--- config.mk ---
export PLATFORM = sky130hd
export DESIGN_NAME = iommu_walker_arbiter
export DESIGN_NICKNAME = d
export VERILOG_FILES = /design/src/rtl/iommu_walker_arbiter.sv
export SDC_FILE = /design/constraint.sdc
export NUM_CORES = 1
export LEC_CHECK = 0
export ABC_CLOCK_PERIOD_IN_PS = 2140
export CAP_MARGIN = 20
export CORE_AREA = 10 10 361 363
export DETAILED_ROUTE_END_ITERATION = 10
export DIE_AREA = 0 0 371 373
export HOLD_SLACK_MARGIN = 0.15
export SLEW_MARGIN = 10
export SYNTH_ARGS = -nofsm -noshare
export SYNTH_HDL_FRONTEND = slang
export SYNTH_SLANG_ARGS = --single-unit
--- constraint.sdc ---
create_clock -name clk -period 2.14 [get_ports clk]
set_input_delay 0.214 -clock clk [delete_from_list [all_inputs] [get_ports clk]]
set_output_delay 0.214 -clock clk [all_outputs]
set_load 0.01 [all_outputs]
--- src/rtl/iommu_walker_arbiter.sv ---
// Round-robin arbiter sharing one AXI read master between the two IOMMU page-table walkers.
// Optional perf counters are enabled by defining IOMMU_WALKER_ARB_PERF_EN.
module iommu_walker_arbiter #(
  parameter int unsigned ADDR_W = 34,
  parameter int unsigned DATA_W = 256,
  parameter int unsigned ID_W   = 3
) (
  input  logic              clk,
  input  logic              resetn,
  input  logic [ADDR_W-1:0] s0_araddr,
  input  logic [7:0]        s0_arlen,
  input  logic [2:0]        s0_arsize,
  input  logic [1:0]        s0_arburst,
  input  logic [2:0]        s0_arprot,
  input  logic [ID_W-1:0]   s0_arid,
  input  logic              s0_arvalid,
  output logic              s0_arready,
  output logic [DATA_W-1:0] s0_rdata,
  output logic [1:0]        s0_rresp,
  output logic              s0_rlast,
  output logic [ID_W-1:0]   s0_rid,
  output logic              s0_rvalid,
  input  logic              s0_rready,
  input  logic [ADDR_W-1:0] s1_araddr,
  input  logic [7:0]        s1_arlen,
  input  logic [2:0]        s1_arsize,
  input  logic [1:0]        s1_arburst,
  input  logic [2:0]        s1_arprot,
  input  logic [ID_W-1:0]   s1_arid,
  input  logic              s1_arvalid,
  output logic              s1_arready,
  output logic [DATA_W-1:0] s1_rdata,
  output logic [1:0]        s1_rresp,
  output logic              s1_rlast,
  output logic [ID_W-1:0]   s1_rid,
  output logic              s1_rvalid,
  input  logic              s1_rready,
  output logic [ADDR_W-1:0] m_araddr,
  output logic [7:0]        m_arlen,
  output logic [2:0]        m_arsize,
  output logic [1:0]        m_arburst,
  output logic [2:0]        m_arprot,
  output logic [ID_W-1:0]   m_arid,
  output logic              m_arvalid,
  input  logic              m_arready,
  input  logic [DATA_W-1:0] m_rdata,
  input  logic [1:0]        m_rresp,
  input  logic              m_rlast,
  input  logic [ID_W-1:0]   m_rid,
  input  logic              m_rvalid,
  output logic              m_rready,
  output logic              busy,
  output logic              grant
`ifdef IOMMU_WALKER_ARB_PERF_EN
  ,
  input  logic              perf_clr,
  output logic [31:0]       perf_grant0,
  output logic [31:0]       perf_grant1,
  output logic [31:0]       perf_wait
`endif
);

  typedef enum logic [1:0] {
    IDLE = 2'b00,
    ADDR = 2'b01,
    DATA = 2'b10
  } state_t;

  state_t state, state_nxt;
  logic ptr, sel, any_req, ar_hs, r_done;
  logic [ADDR_W-1:0] sel_addr;
  logic [7:0]        sel_len;
  logic [2:0]        sel_size;
  logic [1:0]        sel_burst;
  logic [2:0]        sel_prot;
  logic [ID_W-1:0]   sel_id;

  assign any_req    = s0_arvalid | s1_arvalid;
  assign sel        = (s0_arvalid && s1_arvalid) ? ptr : s1_arvalid;
  assign ar_hs      = (state == IDLE) && any_req;
  assign r_done     = (state == DATA) && m_rvalid && m_rready && m_rlast;
  assign s0_arready = ar_hs && !sel;
  assign s1_arready = ar_hs && sel;
  assign busy       = (state != IDLE);

  always_comb begin
    if (sel) begin
      sel_addr  = s1_araddr;
      sel_len   = s1_arlen;
      sel_size  = s1_arsize;
      sel_burst = s1_arburst;
      sel_prot  = s1_arprot;
      sel_id    = s1_arid;
    end else begin
      sel_addr  = s0_araddr;
      sel_len   = s0_arlen;
      sel_size  = s0_arsize;
      sel_burst = s0_arburst;
      sel_prot  = s0_arprot;
      sel_id    = s0_arid;
    end
  end

  always_ff @(posedge clk or negedge resetn) begin
    if (!resetn) state <= IDLE;
    else         state <= state_nxt;
  end

  always_comb begin
    state_nxt = state;
    case (state)
      IDLE:    if (any_req) state_nxt = ADDR;
      ADDR:    if (m_arvalid && m_arready) state_nxt = DATA;
      DATA:    if (r_done) state_nxt = IDLE;
      default: state_nxt = IDLE;
    endcase
  end

  always_ff @(posedge clk or negedge resetn) begin
    if (!resetn) begin
      m_araddr  <= '0;
      m_arlen   <= '0;
      m_arsize  <= '0;
      m_arburst <= '0;
      m_arprot  <= '0;
      m_arid    <= '0;
      m_arvalid <= 1'b0;
      grant     <= 1'b0;
      ptr       <= 1'b0;
    end else begin
      if (ar_hs) begin
        m_araddr  <= sel_addr;
        m_arlen   <= sel_len;
        m_arsize  <= sel_size;
        m_arburst <= sel_burst;
        m_arprot  <= sel_prot;
        m_arid    <= sel_id;
        m_arvalid <= 1'b1;
        grant     <= sel;
      end else if ((state == ADDR) && m_arready) begin
        m_arvalid <= 1'b0;
      end
      if (r_done) ptr <= ~grant;
    end
  end

  // R channel is a pure wire path to the granted walker; no beat buffering.
  always_comb begin
    s0_rdata  = '0;
    s0_rresp  = '0;
    s0_rlast  = 1'b0;
    s0_rid    = '0;
    s0_rvalid = 1'b0;
    s1_rdata  = '0;
    s1_rresp  = '0;
    s1_rlast  = 1'b0;
    s1_rid    = '0;
    s1_rvalid = 1'b0;
    m_rready  = 1'b0;
    if (state == DATA) begin
      if (grant) begin
        s1_rdata  = m_rdata;
        s1_rresp  = m_rresp;
        s1_rlast  = m_rlast;
        s1_rid    = m_rid;
        s1_rvalid = m_rvalid;
        m_rready  = s1_rready;
      end else begin
        s0_rdata  = m_rdata;
        s0_rresp  = m_rresp;
        s0_rlast  = m_rlast;
        s0_rid    = m_rid;
        s0_rvalid = m_rvalid;
        m_rready  = s0_rready;
      end
    end
  end

`ifdef IOMMU_WALKER_ARB_PERF_EN
  logic wait_pend;

  // In IDLE the loser of a contested cycle is the waiter; in ADDR it is the non-granted walker.
  always_comb begin
    wait_pend = 1'b0;
    case (state)
      IDLE:    wait_pend = s0_arvalid && s1_arvalid;
      ADDR:    wait_pend = grant ? s0_arvalid : s1_arvalid;
      default: wait_pend = 1'b0;
    endcase
  end

  always_ff @(posedge clk or negedge resetn) begin
    if (!resetn) begin
      perf_grant0 <= '0;
      perf_grant1 <= '0;
      perf_wait   <= '0;
    end else if (perf_clr) begin
      perf_grant0 <= '0;
      perf_grant1 <= '0;
      perf_wait   <= '0;
    end else begin
      if (r_done && !grant && (perf_grant0 != '1)) perf_grant0 <= perf_grant0 + 32'd1;
      if (r_done && grant && (perf_grant1 != '1))  perf_grant1 <= perf_grant1 + 32'd1;
      if (wait_pend && (perf_wait != '1))          perf_wait   <= perf_wait + 32'd1;
    end
  end
`endif

endmodule

# Word level (Yosys, flattened, before mapping)
# Index checks and enable logic that the tools add are counted.
# W data, S select, Z words.
word_totals:
  regBits: 58
  inputBits: 376
  output_inout_bits: 585
classes:
  eq_ne: 5
  mux: 35
  bitwise: 2
  reduce_logical: 14
op_table:
  columns: ["operator", "count"]
  rows:
  - ["$mux W256", 4]
  - ["$mux W34", 1]
  - ["$mux W3", 7]
  - ["$mux W2", 8]
  - ["$mux W1", 13]
  - ["$logic_and A1 B1 Y1", 9]
  - ["$mux W8", 1]
  - ["$ne A2 B2 Y1 const B", 3]
  - ["$pmux W2 S3", 1]
  - ["$reduce_bool A2 Y1", 2]
  - ["$reduce_and A3 Y1", 1]
  - ["$eq A2 B1 Y1 const B", 1]
  - ["$eq A2 B2 Y1 const B", 1]
  - ["$logic_not A2 Y1", 1]
  - ["$logic_not A1 Y1", 1]
  - ["$not A1 Y1", 1]
  - ["$or A1 B1 Y1", 1]

# Depth between registers and ports, before layout
logic_depth:
  depth_word: 6
  ltp_mapped: 6

# Worst setup path after synthesis
# OpenSTA, ideal clock, no wires.
synth_timing:
  path_kind: "register to output"
  startpoint: "register state[0]"
  endpoint: "output s0_rdata[100]"
  t_arrival_ns: 1.345
  required_time_ns: 1.926
  slack_ns: 0.581
  stages_incl_launch_ff: 7
  path_cell_list: "dfrtp_1 nand2b_1 nor2_1 buf_2 buf_4 buf_2 and2_1"
synth_between:
  elab_chain_len: 2
synth_rtl:
  columns: ["item", "line_no", "text"]
  rows:
  - ["from (decl)", "69", "state_t state, state_nxt;"]
  - ["from (signal assigned)", "106", "else state <= state_nxt;"]
  - ["$eq A2 B2 Y1", "160", "if (state == DATA) begin"]
  - ["$mux W256", "160", null]
  - ["to (decl)", "18", "output logic [DATA_W-1:0] s0_rdata,"]
# No other way between the ends.

# Worst setup path in the final report
layout_timing:
  startpoint: "register state[0]"
  endpoint: "output s0_rdata[92]"
# The elaborated chain is that of the path after synthesis.

==> summary.txt <==
GRT
  – Initial antenna violation count: 122
  – Busiest layer in global routing: met2
  – First-pass GRT wire length: 146100 um
  – Met2 GRT Util: 27.61%
  – Vias in the first global route: between 10000 and 15000
  – GR Util met1: 18.31%
  – Met3 Use GR: 10.19%
  – Largest net degree at the start of global routing: 59
  – Total congestion overflow: 0
  – Total track usage: 16.55%

Placed design
  – Post-placement cell count: around 3400
  – Post-DP HPWL: 104000 um
  – RD Place Congestion: 0.9442
  – IO buf count: 960

Timing
  – Max Clk Rate: 0.4341 GHz
  – Unrepaired setup endpoints after global routing: true
  – Worst hold slack: 0.4738 ns
  – Clk_skew: about 0.0084 ns
  – Slew @ Worst Pin: 0.9079 ns
  – Final Cycle Share: 107.6%
  – Max-slew headroom: between 30% and 40%
  – Setup TNS: -9.268 ns
  – Final worst slack: -0.1636 ns
  – Final setup fails: 172
  – Pins Over Slew Limit: 0
  – Final min period: 2.304 ns
  – Hold Vio Cnt, Final: 0

Critical path
  – Crit path kind: flip-flop to output pin
  – Worst EP arrival: 2.09 ns
  – Dominant cell type by count on the critical path: buf_6
  – FF-to-FF Start: state[1]
  – CP startpoint kind: flip-flop
  – Data required, critical path: 1.93 ns
  – Worst path top cell family by delay: buffers and inverters
  – Worst setup path start: state[0]
  – CP Max Fanout: 6
  – Buffers & Inverters on Critical Path: 7
  – Slowest CP cell: dfrtp_1
  – Crit. End Element: output pin
  – CP peak stage delay: around 0.38 ns
  – Cell Chain, Critical Path: nand2b_4, nor2_4, clkbuf_16, buf_12, buf_8, buf_6, buf_6, buf_16, and2_1, buf_2

Synth
  – Top post-synthesis cells by area: and2_1, dfrtp_1, a221o_1
  – Synthesized flop and latch total: 58
  – Top-count cell post-synth: and2_1
  – Syn Area/Cell: 7.781 sq um
  – Synthesized cell area: 6193 sq um
  – Synthesized instance count: 796
  – Synth Flop Type: dfrtp_1
  – Post-synth EDFFs: 0
  – FFs w/ async S/R, synth: 100.0%
  – Syn_nets: 1172
  – Synth warn: 0
  – Sequential area share after synthesis: 23.43%
  – Commonest cells post-synth: and2_1, dfrtp_1, a221o_1, o21a_1, clkbuf_1
  – Largest area contributor in the netlist: and2_1
  – Synth unique cells: 23
  – Post-synth top area share: about 53%

Clocking
  – Clk root buf: clkbuf_16
  – CTS max path bufs: 2
  – TritonCTS Sinks: 58
  – Worst-path clk slew: 0.06 ns
  – H-tree Lvls: 3
  – Skew-Pair Late Insertion Delay: ~0.35 ns
  – TritonCTS buffer count: 9
  – CTS tree: yes

Drt
  – DRC Markers: 0
  – DR WL/cell: 34.81 um
  – Via/cell ratio: 3.274
  – Via Count: 11475
  – Starting DRT DRC Count: 840
  – Post-route ant nets: 0
  – Total wire length: 122000 um
  – Number of detailed-route iterations in the first pass: 5

Outcome
  – Failing checks: setup timing
  – Status: complete, but fails checks

Floorplanning
  – Full die area: 138400 sq um
  – Die Span X: 371 um
  – Core Region: approximately 120000 sq um
  – Initial core utilization: 5.036%
  – Cell Rows: 129
  – Number of I/O pins: roughly 960
  – Die height: between 300 and 400 um

Finish
  – Fin cells: roughly 3500
  – Share of cells above drive strength 1: a little over two fifths
  – Synth-to-layout area growth: 237.0%
  – # nets final: around 2200

Power
  – Clock share of power: 11.2%
  – NetSw: about 6.4 mW
  – Net Sw Frac: 40.44%
  – VDD IR max: just under 0.5 mV
  – Sequential Power Share: 12.6%
  – Power per standard cell area: 754.1 nW/um^2
  – Internal portion of total power: 9.374 mW
  – Comb pwr share: 76.2%
  – Pleak: about 10 nW

Min path
  – HP Start: s0_araddr[28]
  – HP Class: input port to flip-flop

Run
  – Max Cap Viol: 0
[metal layers]
metal | up-vias | share of wire, % | wire, um
met5 | - | 0.57 | 691
met4 | 96 | 1.8 | 2251
met3 | 221 | 14 | 17320
met2 | 870 | 47 | 56770
met1 | 5594 | 37 | 44990
li1 | 4694 | - | -
[worst paths after layout]
| path | endpoint | slack (ns) | cells past startpoint |
|---|---|---|---|
| worst max-delay path | s0_rdata[92] | -0.16 | 10 |
| min in group asynchronous | m_arsize[1] | 0.52 | 2 |
| max in group asynchronous | m_araddr[3] | 1.03 | 2 |
| worst min register to register | ptr | 0.54 | 1 |
| worst max register to register | m_araddr[19] | 0.30 | 6 |
| worst min-delay path | m_araddr[28] | 0.47 | 2 |
[registers in the layout, summed over array words and instances (netlist names)]
register,count
m_arsize,3
m_araddr,34
m_arlen,8
grant,1
m_arvalid,1
m_arburst,2
state,2
m_arprot,3
ptr,1
m_arid,3
[power groups by stage]
stage / logic [mW] / registers (mW) / clock network [mW]
after CTS: 11.9 / 1.97 / 1.82
after global placement: 9.77 / 1.96 / 0
after floorplan: 3.22 / 2.15 / 0
after global routing: 12.6 / 2.03 / 1.86
after detailed placement: 9.79 / 1.96 / 0
final: 12.0 / 1.98 / 1.77
[what timing repair did]
item | 4_1_cts | 5_1_grt
buffers inserted | 63 | 28
pin swaps | 16 | 5
gates cloned | 32 | 2
endpoints found under the setup margin | 490 | 462
hold endpoints to repair | 58 | 0
hold buffers | 1 | 0
resized for setup | 1373 | 409
[metrics by stage]
stage	area (sq um)	power [mW]	utilization [%]	worst slack, ns
after floorplan	6193	5.378	-	0.5812
after global placement	18800	11.73	15.28	-0.1416
after detailed placement	18800	11.76	15.28	-0.1647
after CTS	20380	15.64	16.57	-0.2575
after global routing	20820	16.51	16.93	-0.2656
final	20870	15.74	16.97	-0.1636
[layout make-up]
type	count	area [sq um]
diodes	21	52.55
clock buffers	12	256.5
clock inverters	4	73.82
fillers	13786	102100
inverters	2	7.507
multi-input cells	656	4811
flip-flops and latches	58	1451
well taps	1637	2048
repair buffers	1115	12170
[worst register-to-register path, stage by stage (launching register included)]
cell,delay [ns]
dfrtp_1,0.41
buf_4,0.14
buf_4,0.14
nor2_2,0.17
and3_2,0.26
buf_4,0.40
a221o_1,0.25
[layout by cell type, fill, tap and decap left out, types with 2 or more instances in the layout]
master | netlist | layout
buf_6 | 5 | 180
buf_2 | 31 | 101
dlymetal6s2s_1 | 0 | 44
dlygate4sd2_1 | 0 | 51
buf_8 | 0 | 15
nand2_1 | 6 | 6
and3_2 | 0 | 2
o21ai_0 | 2 | 2
buf_4 | 2 | 78
buf_12 | 0 | 113
and2_4 | 0 | 171
a221o_1 | 53 | 53
clkbuf_8 | 0 | 2
clkdlybuf4s15_1 | 0 | 3
clkbuf_16 | 0 | 12
clkdlybuf4s15_2 | 0 | 4
o21a_1 | 53 | 53
dfrtp_1 | 58 | 58
buf_16 | 0 | 27
and2_1 | 526 | 355
nor2_4 | 0 | 3
clkdlybuf4s50_1 | 0 | 437
diode_2 | 0 | 21
clkbuf_2 | 0 | 58
bufinv_16 | 0 | 2
[logic make-up after synthesis]
logic type	Yosys count	synth area share (%)
AOI/OAI and AO/OA	110	15.37
buffers and inverters	82	6.323
DFF	58	23.43
muxes	2	0.3434
and+or+nand+nor	544	54.53
Note: power is estimated with default switching activity, not from simulation.
==> edit 1: new RTL, same flow settings <==
Change the parameter `ID_W` from 3 to 4.
--- a/src/rtl/iommu_walker_arbiter.sv
+++ b/src/rtl/iommu_walker_arbiter.sv
@@ -4,5 +4,5 @@
   parameter int unsigned ADDR_W = 34,
   parameter int unsigned DATA_W = 256,
-  parameter int unsigned ID_W   = 3
+  parameter int unsigned ID_W   = 4
 ) (
   input  logic              clk,
Interface: changed (6 resized); port bits go from 961 to 967. No check against the original RTL was run, so the function may have changed too.
==> edit 1 against the unedited design <==
- the run still ends with setup timing left
- count of clock-buffer cells in the layout decreased by 3
- core utilization increased by 0.89 points
- sequential cell count increased by 1
- total power increased by 10%
- wire length increased by 0.37%
- synthesized area increased by 0.42%
- setup slack improved by 0.049 ns
- final area increased by 5.2%
- sequential power increased by 4%
- clock power decreased by 15%
- largest cell class unchanged
==> edit 1: results <==
metrics = {
    "placement": {
        "io_buffers": 966,
        "place_inst": 3370,
    },
    "outcome": {
        "violations": "setup timing",
        "status": "finished, violations left",
    },
    "global_routing": {
        "grt_usage_pct": 16.1,
        "antenna_found_initial": 116,
        "grt_start_max_net_pins": 60,
        "grt_pass1_wl_um": 143000,
    },
    "yosys": {
        "synth.area.top_cells": "and2_1 (53%), dfrtp_1 (24%), a221o_1 (8.7%)",
        "yosysUniqueCellTypes": 21,
        "syn_area_per_cell_um2": 7.76,
        "ys_seq_area_share_pct": 23.7,
    },
    "power_and_ir_drop": {
        "irDropWorstVdd_mv": 0.705,
    },
    "sta": {
        "timing.setup.tns_ns": -3.95,
        "setup_viol": 114,
        "worst_slack_ns": -0.115,
    },
    "finish": {
        "seq-cell-share_pct": 6.73,
        "multi_input_area_share_pct": 23.6,
        "num-fill-cells": 13700,
        "layout.cells.non_filler": 3534,
    },
    "detailed_routing": {
        "first_iter_violations": 974,
        "routed-via-count": 11700,
        "wl_um": 122000,
    },
    "clock_tree": {
        "cts_sinks": 59,
    },
    "worst_setup_path": {
        "worstPathMaxFanout": 8,
        "arrival_ns": 2.04,
    },
    "hold_path": {
        "hp-class": "in2async",
    },
}
-- edit 1: changes by cell type after synthesis, sizes merged --
cell | before | now
and2 | 526 | 528
nor2 | 5 | 6
o21a | 53 | 54
a221o | 53 | 54
clkbuf | 42 | 62
buf | 38 | 18
dfrtp | 58 | 59
-- edit 1: where the power goes --
part	internal, W	switching [W]
Clock	0.000907	0.000605
Sequential	0.00167	0.000385
Combinational	0.00783	0.00591
Total	0.0104	0.00690
-- edit 1: repair_timing --
action,in CTS,in global routing
endpoints found under the setup margin,517,508
gates resized for setup,1309,1047
hold buffers,1,0
pin swaps,11,32
hold endpoints to repair,59,0
setup buffers,60,36
gates cloned,27,31
-- edit 1: worst paths after layout --
check,to,slack (ns)
max,s1_rdata[79],-0.11
min in group clk,m_arsize[1],0.48
max reg2reg,m_araddr[31],0.22
max in group asynchronous,m_araddr[20],1.41
min reg2reg,ptr,0.57
min,m_arlen[0],0.41
-- edit 1: logic make-up (layout without fill, tap and decap cells) --
logic type / Yosys count / after routing / synth area share (%)
AND/OR/NAND/NOR: 547 / 547 / 54.5
AO/OA/AOI/OAI: 112 / 112 / 15.6
buffers and inverters: 82 / 1164 / 5.81
flip-flops: 59 / 59 / 23.7
multiplexers: 2 / 2 / 0.342
other: 0 / 13 / 0
-- edit 1: layer usage --
| layer | vias up | routed length (um) | track usage, % | part of all wire [%] |
|---|---|---|---|---|
| met1 | 5680 | 47200 | 18.5 | 39 |
| met2 | 905 | 53300 | 25.6 | 44 |
| met3 | 217 | 18800 | 10.5 | 15 |
| met4 | 92 | 2460 | 1.94 | 2.0 |
| met5 | - | 626 | 0 | 0.51 |
| li1 | 4788 | - | - | - |
==> edit 2: new RTL, same flow settings <==
Without the edit above. The 3 states of `state_t` get a one-hot encoding in 3 bits.
--- a/src/rtl/iommu_walker_arbiter.sv
+++ b/src/rtl/iommu_walker_arbiter.sv
@@ -61,8 +61,8 @@
 );
 
-  typedef enum logic [1:0] {
-    IDLE = 2'b00,
-    ADDR = 2'b01,
-    DATA = 2'b10
+  typedef enum logic [2:0] {
+    IDLE = 3'b001,
+    ADDR = 3'b010,
+    DATA = 3'b100
   } state_t;
 
Formal check against the unedited RTL: same outputs for any inputs over 4 cycles, from zero or initial values and one cycle with resetn low; so few cycles prove little.
==> edit 2 against the unedited design <==
- the flow still finishes with violations (setup timing)
- final area down 6.6%
- sequential cell count rose by 1
- via count is 3.9% lower
- wire length down 8.6%
- final cell count decreased by 1.2%
- setup slack worse by 0.34 ns
- die area unchanged
- synthesized area is 2.6% higher
- core utilization shrank 1.1 points
- critical path depth is 3 lower
- largest cell class unchanged
- highest routed layer unchanged
Power is not compared: it rests on default switching activity, and its combinational part moved more than twofold at a synthesized area within 25%.
==> edit 2: results <==
metrics = {
    "worst_setup_path": {
        "critical_path.max_stage_delay_ns": 0.58,
        "worstPathMaxFanout": 10,
        "cpMostUsedCell": "buf_12",
        "startpoint": "state[1]",
        "rr_worst_depth": 5,
        "arrival_ns": 2.43,
        "ff2ff_setup_slack_ns": 0.08,
        "regToRegStartpoint": "state[0]",
        "crit_end": "s0_rdata[66]",
        "critPathSlowestCell": "clkdlybuf4s50_1",
    },
    "yosys": {
        "ys_top_cells_by_count": "and2_1 (526), dfrtp_1 (58), a221o_1 (53)",
        "yosysUniqueCellTypes": 31,
        "syn_area_per_cell_um2": 7.87,
        "synth_seq_cells": 59,
        "synth.area.top_cells": "and2_1 (52%), dfrtp_1 (23%), a221o_1 (8.3%)",
        "ys_seq_area_share_pct": 23.3,
    },
    "outcome": {
        "violations": "setup timing",
        "status": "finished, violations left",
    },
    "global_routing": {
        "antenna_found_initial": 116,
        "grt_start_max_net_pins": 60,
        "grt_usage_pct": 15.0,
    },
    "clock_tree": {
        "cts_resized": 420,
        "cts_buffers": 9,
    },
    "sta": {
        "worst_slack_ns": -0.505,
        "timing.setup.tns_ns": -152.77,
        "worst_pin_slew_ns": 0.856,
        "setup_viol": 524,
    },
    "placement": {
        "place_inst": 3401,
        "dp_hpwl_um": 101000,
        "gp_congestion": 0.935,
    },
    "hold_path": {
        "worst_hold_path.endpoint": "m_araddr[31]",
        "hold_start": "s0_araddr[31]",
    },
    "finish": {
        "inv_count": 3,
        "antenna_cells": 18,
        "clkCellAreaFrac_pct": 1.57,
        "clockBufferCount": 11,
        "nets": 2180,
        "num-fill-cells": 13900,
        "buf_share_pct": 57.1,
        "nNonClkBuffers": 1068,
        "regArea_mm2": 0.00148,
    },
    "detailed_routing": {
        "routedWlPerCell_um": 32.2,
        "via_per_inst": 3.18,
    },
}
## edit 2: cell count changes after synthesis, sizes merged, moves of 3 or more
| cell | unedited run | this run |
|---|---|---|
| nand2 | 6 | 3 |
| clkbuf | 42 | 38 |
| a21boi | 0 | 53 |
| buf | 38 | 44 |
| o21a | 53 | 0 |
## edit 2: metal layers
metal | global-route usage [%] | up-vias | share of wire [%]
met4 | 1.24 | 94 | 1.4
met5 | 0 | - | 0.58
met2 | 26.0 | 780 | 48
met1 | 16.9 | 5330 | 38
met3 | 7.83 | 207 | 12
li1 | - | 4613 | -
## edit 2: per-stage QoR
stage	area, um2	hold WS, ns	setup slack (ns)
after floorplan	6350	-0.0816	0.392
after global placement	18900	0.385	-0.415
after detailed placement	18900	0.387	-0.394
after CTS	19500	0.437	-0.572
after global routing	19400	0.452	-0.621
final	19500	0.465	-0.505
## edit 2: cell families after synthesis
| family | share of synthesized area, % |
|---|---|
| simple gates | 53.5 |
| compound gates | 15.7 |
| buf+inv | 7.15 |
| flops | 23.3 |
| mux | 0.335 |
